## config.mk

```make
export PLATFORM = sky130hd
export DESIGN_NAME = inst_loader
export DESIGN_NICKNAME = d
export VERILOG_FILES = /design/src/rtl/inst_loader_pkg.sv /design/src/rtl/inst_loader_byte_packer.sv /design/src/rtl/inst_loader.sv
export SDC_FILE = /design/constraint.sdc
export NUM_CORES = 1
export LEC_CHECK = 0
export CORE_MARGIN = 2
export CORE_UTILIZATION = 51
export CTS_CLUSTER_DIAMETER = 50
export DETAILED_ROUTE_END_ITERATION = 10
export GPL_ROUTABILITY_DRIVEN = 0
export PLACE_DENSITY = 0.76
export SLEW_MARGIN = 20
export SYNTH_ARGS = -nofsm -noshare
export SYNTH_HDL_FRONTEND = slang
export SYNTH_SLANG_ARGS = --single-unit
export TNS_END_PERCENT = 5
```

## constraint.sdc

```tcl
create_clock -name clk -period 2.91 [get_ports clk]
set_clock_uncertainty 0.15 [all_clocks]
set_input_delay 0.4365 -clock clk [delete_from_list [all_inputs] [get_ports clk]]
set_output_delay 0.4365 -clock clk [all_outputs]
set_load 0.005 [all_outputs]
```

## src/rtl/inst_loader_pkg.sv

```systemverilog
// Shared types and helpers for the boot-time instruction loader.
// Loader state encodings live here so the FSM and any observers agree on them.
package inst_loader_pkg;

  typedef enum logic [2:0] {
    LDR_LEN  = 3'd0,
    LDR_DATA = 3'd1,
    LDR_CHK  = 3'd2,
    LDR_DONE = 3'd3,
    LDR_ERR  = 3'd4
  } ldr_state_e;

  localparam int unsigned WORD_BYTES = 4;

  // Byte address of word k; wraps modulo 2^32 by construction.
  function automatic logic [31:0] word_addr(input logic [31:0] base,
                                            input logic [31:0] k);
    return base + {k[29:0], 2'b00};
  endfunction

endpackage

```

## src/rtl/inst_loader_byte_packer.sv

```systemverilog
// Packs a byte stream into little-endian 32-bit words; the first byte of a
// word lands in bits [7:0]. word/word_ready are valid in the 4th byte's cycle.
module byte_packer (
  input  logic        clk,
  input  logic        clear,
  input  logic        byte_valid,
  input  logic [7:0]  byte_data,
  output logic [31:0] word,
  output logic        word_ready
);

  logic [1:0]  idx;
  logic [23:0] partial;

  // Each new byte enters at the top and older bytes shift down, so after
  // four bytes the oldest sits at [7:0].
  assign word       = {byte_data, partial};
  assign word_ready = byte_valid && (idx == 2'd3);

  // NOTE: sequential state is assigned with <= so every register samples
  // pre-edge values; mixing in = here would create order-dependent logic.
  always_ff @(posedge clk) begin
    if (clear) begin
      idx     <= 2'd0;
      partial <= 24'd0;
    end else if (byte_valid) begin
      idx     <= idx + 2'd1;
      partial <= word[31:8];
    end
  end

endmodule

```

## src/rtl/inst_loader.sv

```systemverilog
// Boot loader: length-prefixed, XOR-checksummed byte stream into instruction
// memory, holding the core in reset until a load completes cleanly.
module inst_loader
  import inst_loader_pkg::*;
#(
  parameter int unsigned MEM_WORDS = 64,
  parameter logic [31:0] BASE_ADDR = 32'h0000_0000
) (
  input  logic        clk,
  input  logic        rst,
  input  logic        in_valid,
  input  logic [7:0]  in_data,
  output logic        in_ready,
  output logic        mem_we,
  output logic [31:0] mem_addr,
  output logic [31:0] mem_wdata,
  output logic        cpu_rst,
  output logic        done,
  output logic        err
);

  ldr_state_e  state, state_next;
  logic [31:0] n_words;
  logic [31:0] word_cnt;
  logic [7:0]  xsum;

  logic        accept;
  logic        pack_valid;
  logic [31:0] pk_word;
  logic        pk_ready;

  assign in_ready   = !rst && ((state == LDR_LEN) || (state == LDR_DATA) ||
                               (state == LDR_CHK));
  assign accept     = in_valid && in_ready;
  assign pack_valid = accept && ((state == LDR_LEN) || (state == LDR_DATA));

  // The same packer assembles the length word and then every payload word.
  byte_packer u_packer (
    .clk        (clk),
    .clear      (rst),
    .byte_valid (pack_valid),
    .byte_data  (in_data),
    .word       (pk_word),
    .word_ready (pk_ready)
  );

  // NOTE: state_next gets a default before the case so no path leaves it
  // unassigned, which would otherwise infer a latch.
  always_comb begin
    state_next = state;
    case (state)
      LDR_LEN: begin
        if (pk_ready) begin
          if (pk_word == 32'd0)                 state_next = LDR_CHK;
          else if (pk_word > 32'(MEM_WORDS))    state_next = LDR_ERR;
          else                                  state_next = LDR_DATA;
        end
      end
      LDR_DATA: begin
        if (pk_ready && (word_cnt == n_words - 32'd1)) state_next = LDR_CHK;
      end
      LDR_CHK: begin
        if (accept) state_next = (in_data == xsum) ? LDR_DONE : LDR_ERR;
      end
      LDR_DONE: state_next = LDR_DONE;
      LDR_ERR:  state_next = LDR_ERR;
      default:  state_next = LDR_ERR;
    endcase
  end

  // NOTE: reset is synchronous, so it only acts on a rising edge; clearing
  // mem_we here also drops any write that was about to be issued.
  always_ff @(posedge clk) begin
    if (rst) begin
      state     <= LDR_LEN;
      n_words   <= 32'd0;
      word_cnt  <= 32'd0;
      xsum      <= 8'd0;
      mem_we    <= 1'b0;
      mem_addr  <= 32'd0;
      mem_wdata <= 32'd0;
      cpu_rst   <= 1'b1;
      done      <= 1'b0;
      err       <= 1'b0;
    end else begin
      state  <= state_next;
      mem_we <= 1'b0;

      if (pack_valid) xsum <= xsum ^ in_data;

      if ((state == LDR_LEN) && pk_ready) begin
        n_words  <= pk_word;
        word_cnt <= 32'd0;
      end

      if ((state == LDR_DATA) && pk_ready) begin
        mem_we    <= 1'b1;
        mem_addr  <= word_addr(BASE_ADDR, word_cnt);
        mem_wdata <= pk_word;
        word_cnt  <= word_cnt + 32'd1;
      end

      // Status follows the state being entered, so it is visible right after
      // the checksum (or oversize length) edge.
      done    <= (state_next == LDR_DONE);
      err     <= (state_next == LDR_ERR);
      cpu_rst <= (state_next != LDR_DONE);
    end
  end

endmodule
```

* Word level (Yosys, flattened, before mapping)
Index checks and enable logic that the tools add are counted.
** Word-level totals
- Flip-flop bits (word level) :: 167
- Bits of input ports :: 11
** Operators by class
- Mux-type cells :: 10
- Reduce and logical (&&, ||, !) cells :: 13
- Equality and inequality tests :: 9
- Order comparisons :: 1
- Add/subtract/negate cells :: 3
- Bitwise logic cells :: 1
** Operator list (count)
- $mux 32 :: 2
- $add 32x1->32 const B :: 1
- $eq 32x32->1 :: 1
- $gt 32x7->1 const B :: 1
- $logic_not 32->1 :: 1
- $sub 32x1->32 const B :: 1
- $mux 3 :: 6
- $pmux 3 s4 :: 1
- $eq 3x2->1 const B :: 3
- $eq 8x8->1 :: 1
- $xor 8x8->8 :: 1
- $logic_and 1x1->1 :: 7
- $eq 3x1->1 const B :: 1
- $eq 3x3->1 const B :: 1
- $logic_not 3->1 :: 1
- $ne 3x2->1 const B :: 1
- $add 2x1->2 const B :: 1
- $eq 2x2->1 const B :: 1
- $logic_or 1x1->1 :: 2
- $reduce_bool 2->1 :: 1
- $logic_not 1->1 :: 1
- $mux 1 :: 1

* Longest topological paths before layout
- Word-level depth :: 11
- Mapped depth :: 12
- Mapped depth without buffers :: 10

* By module
Synthesis repeated with hierarchy kept, for this count alone.
** Second synthesis, totals
- Cell total of the unflattened synthesis :: 1012
- Area total of the unflattened synthesis :: 7868.8 µm²
** Modules (own cells, without submodules)
- inst_loader :: area each 6845.3 µm², cells an instance 918, times used 1
- byte_packer :: area each 1023.5 µm², cells an instance 94, times used 1

* Worst setup path before layout
Ideal clock, no wire load.
- Path kind :: flip-flop to flip-flop
- From :: reg n_words[0]
- To :: reg state[1]
- Required time :: 2.700 ns
- Arrival time :: 2.497 ns
- Slack :: 0.204 ns
- Stages on the path, launching flop included :: 13
- Setup time :: 0.060 ns
- Cells stage by stage :: dfxtp_1 -> inv_1 -> ha_1 -> clkbuf_1 -> nor2b_1 -> and4_1 -> buf_4 -> nand2b_1 -> a311o_1 -> nor4_2 -> o211ai_1 -> nor4b_2 -> a41o_1
** Between the ends
- Cells in the longest elaborated chain, start to end :: 5
** RTL lines
- start, declared :: RTL line inst_loader.sv:23 : logic [31:0] n_words;
- start signal, assigned :: RTL line inst_loader.sv:92 : n_words <= pk_word;
- $sub 32x1->32 :: RTL line inst_loader.sv:60 : if (pk_ready && (word_cnt == n_words - 32'd1)) state_next = LDR_CHK;
- $eq 32x32->1 :: RTL line inst_loader.sv:60
- $logic_and 1x1->1 :: RTL line inst_loader.sv:60
- $mux 3 :: RTL line inst_loader.sv:60
- $pmux 3 s4 :: RTL line inst_loader.sv:51 : case (state)
- end signal, assigned :: RTL line inst_loader.sv:86 : state <= state_next;
- end, declared :: RTL line inst_loader.sv:22 : ldr_state_e state, state_next;
No other way between the ends.
A chain may end at the register's enable or synchronous reset.

* Worst setup path after layout
- From :: reg n_words[15]
- To :: reg state[0]
Same word-level chain as after synthesis.

==> impl_results.md <==
* Final period util at 96.7%
* Critical Path AT at 2.94 ns
* CP bufs+invs at 0
* Max Buffers Root-to-Sink at 2
* Startpoint Class: register
* Ys async rst share at 0%
* Final hold slack at 0.302 ns
* Die X at 126 um
* Htree depth at 4
* Worst-margin pin slew at 0.792 ns
* Setup tns final at 0 ns
* Post-synth top area share at 44.3%
* Residual DRC at 0
* Avg Inst Size Synth at 7.75 um2
* Most common cell in the synthesized netlist: nand2_1
* Core area at 14,500 um2
* Vias in the first global route at 6,336
* Max incr delay on CP at 0.59 ns
* CTS sink count at 167
* Post-Synth Adder-Cell Area at 0.498%
* IO Port Bufs at 77
* Slew Viols, Final at 0
* First-pass GRT wire length at 31,400 um
* Post-synthesis simple-gate area fraction at 27.7%
* Clock transition at path regs at 0.07 ns
* # IOs at 80
* Final hold violations at 0
* Xor and xnor area share after synthesis at 8.83%
* Peak VDD IR at 0.395 mV
* Cell family with most CP delay: simple AND/OR/NAND/NOR gates
* DR iter-0 viols at 574
* Initial core utilization at 52.1%
* Gr usage total at 24.4%
* F_max at 355 MHz
* Die Height at 126 um
* Number of synthesized flops with an enable pin at 0
* DR pass1 iterations at 5
* Clock power frac at 48.3%
* Synth area leader: dfxtp_1
* Sw power at 1.07 mW
* Top cells by area, synth: dfxtp_1 (44%), nand2_1 (13%), a21oi_1 (8.7%), xnor2_1 (4.6%), xor2_1 (4.2%)
* Worst path slowest cell: or4_4
* Maximum fanout along the worst path at 4
* Run status: finished clean
* Final core utilization at 64.3%
* Max_cap viols at 0
* HPWL Detailed at 13,100 um
* Post-Syn Area at 7540 um2
* Via density at 5.57
* Setup crit end kind: register
* Area delta synth->final at 23.5%
* Initial antenna violation count at 0
* Synth Instances at 973
* Cell Count Post-Placement at 1,211
* Post-Route WL at 19,100 um
* Clock latency on the worst-skew pair at 0.43 ns
* Most used DFF post-synth: dfxtp_1
* Yosys warnings at 0
* Crit-path cells: or4_4 > nor4_4 > nand3_1 > a22o_1 > nor4_1 > nand4b_1 > nor4b_4 > o22ai_1
* GRT overflow at 0
* Data required time of the critical path at 3.03 ns
* Internal at 3.70 mW
* Share of post-route cells with drive strength above 1 at 9.97%
* Rows at 44
* Die area at 15,800 um2
* Wire per inst at 15.3 um
* Cell Pwr Density at 512 nW/um2
* Rel. slew slack at 47.2%
* Clock root cell: clkbuf_16
* Synth unique cells at 66
* Cts hold-fix bufs at 0
* Synth Area in Compound Gates at 14.3%
* Largest net degree at the start of global routing at 79
* Finished Layout Cells at 1,247
* Post-synthesis mux area share at 0%
* Placed Area at 8610 um2
* Total Power at 4.77 mW
* Antenna Nets Post-Route at 0
* CTS tree: yes
* Largest family of logic cells by synthesized area: simple AND/OR/NAND/NOR gates
* Seq/Total Area, Yosys at 44.3%
* Critical path type: reg -> reg
* CTS Buf Count at 17
* Pre-CTS setup slack at 0.0349 ns
* Sw Ratio at 22.4%
* Post-route cell area at 9310 um2
* Sequential share of power at 48.7%
* Combinational power share at 3.0%
* Type of the most critical hold path: reg -> reg
* Layout Nets at 1,064
* LEAKAGE at 3.29 nW
* Synth Register Bits at 167
* Total number of vias at 6,943
* # setup viols final at 0
* ANT cells at 0
* Min Tclk post-route at 2.81 ns
* Top cells by count, synth: nand2_1 (268), dfxtp_1 (167), a21oi_1 (131)
* Final worst setup slack at 0.0967 ns
==> state kept, by name, summed over array words and instances (netlist names) <==
| signal | flops |
|---|---|
| mem_wdata | 32 |
| n_words | 32 |
| word_cnt | 32 |
| mem_addr | 30 |
| u_packer.partial | 24 |
| xsum | 8 |
| state | 3 |
| u_packer.idx | 2 |
| cpu_rst | 1 |
| done | 1 |
| err | 1 |
| mem_we | 1 |
==> cells in the final DEF (no fill, tap or decap), types with 4 or more instances in the layout <==
cell type,synthesis,final
nand4_1,18,18
nand2b_1,5,5
nor4_4,2,5
xor2_1,36,36
dfxtp_1,167,167
or3_1,8,7
and2_1,6,6
nor2_1,57,56
o21ai_0,22,22
clkdlybuf4s50_1,0,76
xnor2_1,40,40
a21oi_1,131,131
a21o_1,4,4
nand3_1,30,29
nand2_1,268,268
o31ai_1,5,5
a31oi_1,5,5
clkbuf_16,0,17
inv_1,9,9
nor2b_1,4,4
buf_4,3,46
nor4_1,16,13
nor3_1,11,11
==> logic make-up after synthesis <==
logic type      count (synthesis)
simple gates                  456
fa+ha+maj                       3
compound gates                193
flops                         167
xor+xnor                       76
other cells                     1
buf+inv                        77
==> worst reg2reg max path, cell delays in order, from the launching register on <==
cell	delay (ns)
dfxtp_1	0.31
or4_4	0.59
nor4_4	0.31
nand3_1	0.11
a22o_1	0.23
nor4_1	0.29
nand4b_1	0.19
nor4b_4	0.34
o22ai_1	0.14
==> final timing paths <==
check	from	to	slack, ns	cells past startpoint
worst min-delay path	mem_addr[21]	mem_addr[21]	0.30	2
worst min register to register	mem_addr[21]	mem_addr[21]	0.30	2
worst max-delay path	n_words[15]	state[0]	0.1	8
worst max register to register	n_words[15]	state[0]	0.1	8
==> layout make-up <==
cell class | count | area [um2]
Multi-Input combinational cell | 730 | 3960
Tap cell | 184 | 230
Sequential cell | 167 | 3340
Fill cell | 1253 | 5170
Inverter | 11 | 41.3
Timing Repair Buffer | 123 | 1130
Clock buffer | 20 | 467
Clock inverter | 12 | 140
==> power by group through the flow <==
| stage | logic, mW | clock network (mW) | registers, mW |
|---|---|---|---|
| after floorplan | 0.0870 | 0 | 2.37 |
| after global placement | 0.138 | 0 | 2.37 |
| after detailed placement | 0.139 | 0 | 2.37 |
| after CTS | 0.141 | 2.34 | 2.32 |
| after global routing | 0.156 | 2.44 | 2.32 |
| final | 0.142 | 2.30 | 2.32 |
==> timing repair <==
action	4_1_cts	5_1_grt
gates resized for setup	0	11
setup buffers	0	4
setup endpoints to repair	0	2
==> per-layer routing <==
layer  routed length (um)  GRT usage [%]
met5                    0              0
met1                 8860           33.9
met2                 8490           36.7
met3                 1150           4.49
met4                  587           11.4
No activity file was read; power rests on OpenSTA's default activity.
